### src/rtl/mu0_control.sv
// ---------------------------------------------------------------------------
// mu0_control
//   Control sequencer for the MU0 16-bit datapath. Runs the two-phase
//   FETCH/EXECUTE cycle, decodes the opcode held in IR[15:12] and drives the
//   datapath mux selects, ALU function, register load enables and memory
//   strobes. Memory accesses stall until MemRdy. The sequencer halts on STP,
//   on an illegal opcode (8-15) or when one access stalls for TIMEOUT cycles.
//
// Ports
//   Clk     in   system clock, rising edge
//   Reset   in   asynchronous, active-high reset
//   F[3:0]  in   opcode (IR[15:12]), meaningful in EXECUTE
//   N, Z    in   ACC negative / zero flags
//   MemRdy  in   memory completes the current access this cycle
//   Xsel    out  address mux: 0 = PC, 1 = IR[11:0]
//   Asel    out  ALU A mux: 0 = ACC, 1 = PC
//   Ysel    out  ALU B mux: 0 = memory Din, 1 = IR[11:0] zero-extended
//   ALUfs   out  00 pass B, 01 A+B, 10 A-B, 11 A+1
//   ACCce, PCce, IRce  out  register load enables
//   ACCoe   out  ACC drives the memory data bus
//   MEMrq   out  memory request
//   RnW     out  1 = read, 0 = write
//   Halted  out  sticky: STP executed
//   Fault   out  sticky: illegal opcode or memory timeout
//
// Handshake: a memory access is presented with MEMrq=1 and held unchanged
// until the cycle in which MemRdy=1; that cycle completes the access, the
// register enables tied to MemRdy fire on it, and the sequencer advances on
// the following clock edge. MemRdy is ignored whenever MEMrq=0.
// ---------------------------------------------------------------------------
module mu0_control #(
  parameter int TIMEOUT = 15,
  parameter int CNT_W   = 4
) (
  input  logic       Clk,
  input  logic       Reset,
  input  logic [3:0] F,
  input  logic       N,
  input  logic       Z,
  input  logic       MemRdy,
  output logic       Xsel,
  output logic       Asel,
  output logic       Ysel,
  output logic [1:0] ALUfs,
  output logic       ACCce,
  output logic       PCce,
  output logic       IRce,
  output logic       ACCoe,
  output logic       MEMrq,
  output logic       RnW,
  output logic       Halted,
  output logic       Fault
);

  typedef enum logic [1:0] {
    FETCH   = 2'd0,
    EXECUTE = 2'd1,
    HALT    = 2'd2
  } state_t;

  // The timeout fires on the stall cycle that would bring the counter up to
  // TIMEOUT, so exactly TIMEOUT stalled cycles are spent before HALT.
  localparam logic [CNT_W-1:0] STALL_LIMIT =
    (TIMEOUT > 0) ? CNT_W'(TIMEOUT - 1) : '0;

  state_t           state;
  state_t           state_next;
  logic [CNT_W-1:0] stall_cnt;
  logic             halted_q;
  logic             fault_q;
  logic             set_halted;
  logic             set_fault;
  logic             stall;

  // -------------------------------------------------------------------------
  // Decode: outputs and next state from state, F, N, Z, MemRdy
  // -------------------------------------------------------------------------
  always_comb begin
    Xsel       = 1'b0;
    Asel       = 1'b0;
    Ysel       = 1'b0;
    ALUfs      = 2'b00;
    ACCce      = 1'b0;
    PCce       = 1'b0;
    IRce       = 1'b0;
    ACCoe      = 1'b0;
    MEMrq      = 1'b0;
    RnW        = 1'b1;
    Halted     = halted_q;
    Fault      = fault_q;
    state_next = state;
    set_halted = 1'b0;
    set_fault  = 1'b0;
    stall      = 1'b0;

    case (state)
      FETCH: begin
        // PC+1 is computed on the ALU while the instruction is read.
        Asel  = 1'b1;
        ALUfs = 2'b11;
        MEMrq = 1'b1;
        IRce  = MemRdy;
        PCce  = MemRdy;
        if (MemRdy) state_next = EXECUTE;
      end

      EXECUTE: begin
        case (F)
          4'd0: begin // LDA
            Xsel  = 1'b1;
            MEMrq = 1'b1;
            ACCce = MemRdy;
            if (MemRdy) state_next = FETCH;
          end
          4'd1: begin // STA
            Xsel  = 1'b1;
            MEMrq = 1'b1;
            RnW   = 1'b0;
            ACCoe = 1'b1;
            if (MemRdy) state_next = FETCH;
          end
          4'd2, 4'd3: begin // ADD / SUB
            Xsel  = 1'b1;
            ALUfs = (F == 4'd2) ? 2'b01 : 2'b10;
            MEMrq = 1'b1;
            ACCce = MemRdy;
            if (MemRdy) state_next = FETCH;
          end
          4'd4, 4'd5, 4'd6: begin // JMP / JGE / JNE
            // Target comes from IR[11:0] via the B input; only PCce depends
            // on the condition, the datapath setup is the same.
            Ysel = 1'b1;
            case (F)
              4'd4:    PCce = 1'b1;
              4'd5:    PCce = ~N;
              default: PCce = ~Z;
            endcase
            state_next = FETCH;
          end
          4'd7: begin // STP
            state_next = HALT;
            set_halted = 1'b1;
          end
          default: begin // illegal opcode
            state_next = HALT;
            set_fault  = 1'b1;
          end
        endcase
      end

      default: begin // HALT: everything idle, flags hold
      end
    endcase

    stall = MEMrq & ~MemRdy;

    // Memory timeout. All MemRdy-qualified enables are already 0 here since
    // MemRdy=0, so nothing is loaded on the faulting cycle.
    if (TIMEOUT > 0 && stall && stall_cnt == STALL_LIMIT) begin
      state_next = HALT;
      set_fault  = 1'b1;
    end

    // Reset overrides all outputs immediately, independent of the clock.
    if (Reset) begin
      Xsel   = 1'b0;
      Asel   = 1'b0;
      Ysel   = 1'b0;
      ALUfs  = 2'b00;
      ACCce  = 1'b0;
      PCce   = 1'b0;
      IRce   = 1'b0;
      ACCoe  = 1'b0;
      MEMrq  = 1'b0;
      RnW    = 1'b1;
      Halted = 1'b0;
      Fault  = 1'b0;
    end
  end

  // -------------------------------------------------------------------------
  // State, stall counter and sticky halt flags
  // -------------------------------------------------------------------------
  always_ff @(posedge Clk or posedge Reset) begin
    if (Reset) begin
      state     <= FETCH;
      stall_cnt <= '0;
      halted_q  <= 1'b0;
      fault_q   <= 1'b0;
    end else begin
      state <= state_next;

      if (state_next != state || MemRdy) begin
        stall_cnt <= '0;
      end else if (stall && stall_cnt != '1) begin
        // Saturate so a disabled timeout cannot wrap the counter.
        stall_cnt <= stall_cnt + 1'b1;
      end

      if (set_halted) halted_q <= 1'b1;
      if (set_fault)  fault_q  <= 1'b1;
    end
  end

endmodule

### config.mk
export PLATFORM = sky130hd
export DESIGN_NAME = mu0_control
export DESIGN_NICKNAME = d
export VERILOG_FILES = /design/src/rtl/mu0_control.sv
export SDC_FILE = /design/constraint.sdc
export NUM_CORES = 1
export LEC_CHECK = 0
export CAP_MARGIN = 20
export CORE_MARGIN = 1
export CORE_UTILIZATION = 35
export DETAILED_ROUTE_END_ITERATION = 6
export HOLD_SLACK_MARGIN = 0.05
export PLACE_DENSITY = 0.72
export SLEW_MARGIN = 40
export SYNTH_ARGS = -nofsm -noshare
export SYNTH_HDL_FRONTEND = slang
export SYNTH_SLANG_ARGS = --single-unit
### constraint.sdc
create_clock -name Clk -period 3.6 [get_ports Clk]
set_input_delay 0.72 -clock Clk [delete_from_list [all_inputs] [get_ports Clk]]
set_output_delay 0.72 -clock Clk [all_outputs]
set_load 0.05 [all_outputs]
==> results_dict.tcl, run 1 <==
set metrics [dict create \
    status "complete, no violations" \
    clockBufferDepth 2 \
    htree_num_levels 1 \
    worst_path_largest_cell_delay_ns 0.70 \
    startpoint_type "input pin" \
    synth_area_sq_um 584 \
    gp_congestion 0.790 \
    grt_start_max_net_pins 12 \
    boundaryPins 22 \
    relSlewSlack_pct 66.4 \
    p_per_area_nw_per_um2 222 \
    synth_seq_cells 8 \
    grt_use_met3_pct 0 \
    crit_chain "clkdlybuf4s50_1, nor2_1, nand3_1, or2_2, clkdlybuf4s50_1" \
    coreArea_sq_um 1540 \
    hold_class "register to register" \
    syn_inst 74 \
    synthArstFlopShare_pct 100 \
    cpLargestDelayFamily "buffers and inverters" \
    cts_tree "built" \
    num_antenna_cells 0 \
    yosys.area.top_type "dfrtp_1" \
    setup_tns_ns 0 \
    ir_drop_mv 0.175 \
    initial_core_util_pct 37.9 \
    rsz0062_at_grt "no" \
    postCtsHoldBufs 0 \
    crit_slowest_cell "clkdlybuf4s50_1" \
    grt_pass1_wl_microns 2390 \
    ys_types 31 \
    worst-slew-pin-transition_ns 0.503 \
    area_delta_synth_final_pct 39.2 \
    ant_nets 0 \
    worstPathRequired_ns 2.88 \
    cp-end-kind "primary output" \
    vias_per_cell 5.43 \
    gr-usage-met1_pct 25.3 \
    netlist_top_cells_count "8 x dfrtp_1, 7 x inv_1, 6 x nand2_1, 6 x nor2_1" \
    vias 608 \
    cts_num_sinks 8 \
    num_rows 14 \
    yosys_most_used_dff "dfrtp_1" \
    insertion_delay_ns 0.24 \
    synthesis.nets 85 \
    ys_warn_count 0 \
    cts-buffers-inserted 3 \
    drc 0 \
    io_buffer_count 21 \
    hpwl_microns 1160 \
    antenna_found_initial 0 \
    p_leak_nw 0.361 \
    finClkSkew_ns 0.00263 \
    clk_pin_slew_ns 0.05 \
    drive_gt1_share_pct 13.5 \
    root_buffer "clkbuf_4" \
    hold_viol_final 0 \
    crit_path_frequent_cell "clkdlybuf4s50_1" \
    use_met2_pct 25.8 \
    die_h_microns 42.9 \
    drt-total-wl_microns 1470 \
    drv_cap 0 \
    grt_pass1_vias 578 \
    regToRegSetupSlack_ns 1.99 \
    worstPathArrival_ns 2.61 \
    wl_per_cell_microns 13.1 \
    grt-busiest-layer "met2" \
    dieWidth_microns 42.9 \
    slew_viol_final 0 \
    synth_top_area_share_pct 34.3 \
    crit_buf_inv 2 \
    overflow 0 \
    finalCriticalPeriod_ns 3.33 \
    fin_util_pct 52.8 \
    period_share_pct 92.5 \
    synth-seq-area-share_pct 34.3 \
    die-area_sq_um 1840 \
    synth.avg_cell_area_sq_um 7.90 \
    setup_viol 0 \
    synthTopCellsByArea "dfrtp_1 34%, a31oi_1 5.4%, inv_1 4.5%, a21oi_1 4.3%, ha_1 4.3%" \
    grt_usage_pct 17.0 \
    dr.pass1.iters 4 \
    drt_iter0_markers 9 \
    worstPathMaxFanout 6 \
    num-nets-final 109 \
    cts_setup_buffers 0 \
    critPathKind "input pin to primary output" \
    cts_resized 0 \
    fmax_mhz 300 \
    synth_edf_count 0 \
    yosysMostFrequentCell "dfrtp_1" \
]
-- report_power, final --
group,internal [mW],switching (mW),leakage (nW)
logic,0.0124,0.0132,0.243
clock network,0.0379,0.0263,0.0138
registers,0.0907,0.000325,0.104
total,0.141,0.0399,0.361
-- metal layers --
| layer | part of all wire, % | vias to the layer above |
|---|---|---|
| li1 | - | 311 |
| met1 | 51 | 293 |
| met2 | 48 | 4 |
| met3 | 1.2 | 0 |
| met4 | 0 | 0 |
| met5 | 0 | - |
-- final cells by class --
| cell class | count | area (sq um) |
|---|---|---|
| timing repair buffer | 22 | 200 |
| inverter | 7 | 26.3 |
| tap | 16 | 20.0 |
| multi-input combinational | 56 | 344 |
| clock buffer | 3 | 22.5 |
| fill | 143 | 728 |
| sequential | 8 | 200 |
-- logic make-up (layout without fill, tap and decap cells) --
logic type	Yosys count	count (layout)	share of synthesized area, %
buf+inv	10	32	6.85
flops	8	8	34.3
simple gates	33	33	31.3
compound gates	21	21	23.3
fa+ha+maj	2	2	4.28
-- sequential cells by signal, summed over array words and instances, names as in the netlist --
| name | count |
|---|---|
| stall_cnt | 4 |
| state | 2 |
| fault_q | 1 |
| halted_q | 1 |
-- worst paths after layout --
kind,from,to,cells past startpoint
min in group asynchronous,Reset,state[0]$_DFF_PP0_,3
worst max-delay path,F[3],RnW,5
max in group asynchronous,Reset,stall_cnt[2]$_DFFE_PP0P_,3
worst min register to register,halted_q$_DFFE_PP0P_,halted_q$_DFFE_PP0P_,1
worst max register to register,state[1]$_DFF_PP0_,stall_cnt[1]$_DFFE_PP0P_,3
worst min-delay path,halted_q$_DFFE_PP0P_,halted_q$_DFFE_PP0P_,1
-- placed cells by master, fill, tap and decap left out --
cell type         n
nand2b_1          3
nand4bb_1         1
clkbuf_4          3
inv_1             7
nor2_1            6
nor4_1            1
o221ai_1          1
or2_0             1
o21bai_1          2
nor2b_1           2
o22ai_1           1
or2_2             1
clkdlybuf4s50_1  14
a31oi_1           5
nand3_1           2
o21a_1            1
or3_2             1
nor4b_1           1
buf_4             8
a21boi_0          1
a211oi_1          1
ha_1              2
or4_1             2
dfrtp_1           8
nand2_1           6
nor3b_1           1
a21oi_1           5
and3_1            2
nor3_1            3
o21ai_0           1
o211ai_1          1
o31ai_1           2
-- through the flow --
stage / instance area [sq um] / setup WS, ns / power (mW) / hold WS, ns / instances
2_1_floorplan: 584 / 0.660 / 0.102 / 0.432 / 74
3_3_place_gp: 791 / 0.304 / 0.118 / 0.458 / 109
3_5_place_dp: 791 / 0.273 / 0.118 / 0.463 / 109
4_1_cts: 813 / 0.267 / 0.184 / 0.481 / 112
5_1_grt: 813 / 0.155 / 0.190 / 0.513 / 112
6_report: 813 / 0.271 / 0.181 / 0.480 / 112
Note: power is estimated with default switching activity, not from simulation.
==> run 2, diff against run 1 <==
Settings changed: CTS_CLUSTER_DIAMETER set to 40, REMOVE_ABC_BUFFERS set to 1.
==> results_dict.tcl, run 2 (synthesis gave the netlist of run 1 again) <==
set metrics [dict create \
    drc 0 \
    setup_tns_ns 0 \
    wl_per_cell_microns 12.8 \
    dpl-instance-area_sq_um 793 \
    regMostFlops "stall_cnt" \
    worstPathArrival_ns 2.59 \
    drt_iter0_markers 18 \
    gp_congestion 0.794 \
    die-area_sq_um 1840 \
    clk_pin_slew_ns 0.05 \
    drv_cap 0 \
    p_total_mw 0.183 \
    final_cell_mix "15 x clkdlybuf4s50_1, 8 x dfrtp_1, 7 x inv_1, 7 x buf_4" \
    grt_pass1_vias 563 \
    num_antenna_cells 0 \
    grt_start_max_net_pins 12 \
    p_per_area_nw_per_um2 224 \
    crit_chain "clkdlybuf4s50_1, nor2_1, nand3_1, or2_2, clkdlybuf4s50_1" \
    cts_resized 0 \
    hold_viol_final 0 \
    setup_slack_ns 0.285 \
    cp-end-kind "primary output" \
    critPathKind "input pin to primary output" \
    final_cell_count_no_fill 112 \
    hpwl_microns 1160 \
    p_leak_nw 0.359 \
    rsz0062_at_grt "no" \
    worst-slew-pin-transition_ns 0.498 \
    vias_per_cell 5.53 \
    setup_viol 0 \
    fillCellCount 149 \
    layout_commonest_cell "clkdlybuf4s50_1" \
    grt-busiest-layer "met2" \
    coreArea_sq_um 1540 \
    crit_path_frequent_cell "clkdlybuf4s50_1" \
    dr.pass1.iters 4 \
    boundaryPins 22 \
    io_buffer_count 21 \
    worstPathMaxFanout 6 \
    ir_drop_mv 0.0697 \
    drt-total-wl_microns 1440 \
    insertion_delay_ns 0.25 \
    multi_input_area_sq_um 344 \
    design_area_sq_um 816 \
    worst_path_largest_cell_delay_ns 0.70 \
    finClkSkew_ns 0.000699 \
    die_h_microns 42.9 \
    drive_gt1_share_pct 12.5 \
    status "complete, no violations" \
    use_met2_pct 25.5 \
    dieWidth_microns 42.9 \
    cts_num_sinks 8 \
    area_delta_synth_final_pct 39.6 \
    largestRegisters "stall_cnt (4), state (2)" \
    hold_class "register to register" \
    fin_util_pct 52.9 \
    period_share_pct 92.1 \
    dp.cells 109 \
    grt_pass1_wl_microns 2300 \
    num-nets-final 109 \
    gr-usage-met1_pct 22.6 \
    htree_num_levels 1 \
    finalCriticalPeriod_ns 3.31 \
    slew_viol_final 0 \
    root_buffer "clkbuf_4" \
    postCtsHoldBufs 0 \
    largest_reg_flops 4 \
    seqCellArea_sq_um 200 \
    holdWs_ns 0.479 \
    num_rows 14 \
    vias 619 \
    overflow 0 \
    clockBufferDepth 2 \
    cts_tree "built" \
    antenna_found_initial 0 \
    relSlewSlack_pct 66.7 \
    cts_setup_buffers 0 \
    pre_cts_ws_ns 0.286 \
    worstPathRequired_ns 2.88 \
    startpoint_type "input pin" \
    initial_core_util_pct 37.9 \
    grt_use_met3_pct 1.28 \
    ant_nets 0 \
    crit_slowest_cell "clkdlybuf4s50_1" \
    grt_usage_pct 16.8 \
    cts-buffers-inserted 3 \
    fmax_mhz 302 \
]
## run 2: cell types whose count changed in the layout (fill, tap and decap cells not counted), sizes merged
cell / change
clkdlybuf4s50: +1
buf: -1
## run 2: cell type report
type,count,share of cell area (%)
clock buffers,3,2.76
flip-flops and latches,8,24.5
repair buffers,22,24.8
inverters,7,3.22
multi-input cells,56,42.2
well taps,16,2.45
## run 2: worst max-delay path: cells and delay by family
kind / cells / cell delay [ns]
and+or+nand+nor: 3 / 0.69
buffers and inverters: 2 / 1.18
## run 2: where the power goes
part	switching [mW]	total, mW	internal, mW
registers	0.000305	0.0909	0.0906
clock network	0.0282	0.0662	0.0380
logic	0.0131	0.0255	0.0124
total	0.0416	0.183	0.141
## run 2: path summary, 6_finish.rpt
path | from | to | slack (ns) | cells past startpoint
max | F[3] | RnW | 0.29 | 5
min | fault_q$_DFFE_PP0P_ | fault_q$_DFFE_PP0P_ | 0.48 | 2
max reg2reg | state[1]$_DFF_PP0_ | stall_cnt[0]$_DFFE_PP0P_ | 2.03 | 3
min reg2reg | fault_q$_DFFE_PP0P_ | fault_q$_DFFE_PP0P_ | 0.48 | 2
max in group asynchronous | Reset | stall_cnt[1]$_DFFE_PP0P_ | 2.49 | 3
min in group asynchronous | Reset | halted_q$_DFFE_PP0P_ | 0.90 | 3
## run 2: metal layers
layer	routed length, microns	vias to the layer above
li1	-	312
met1	677	289
met2	722	18
met3	37	0
met4	0	0
met5	0	-
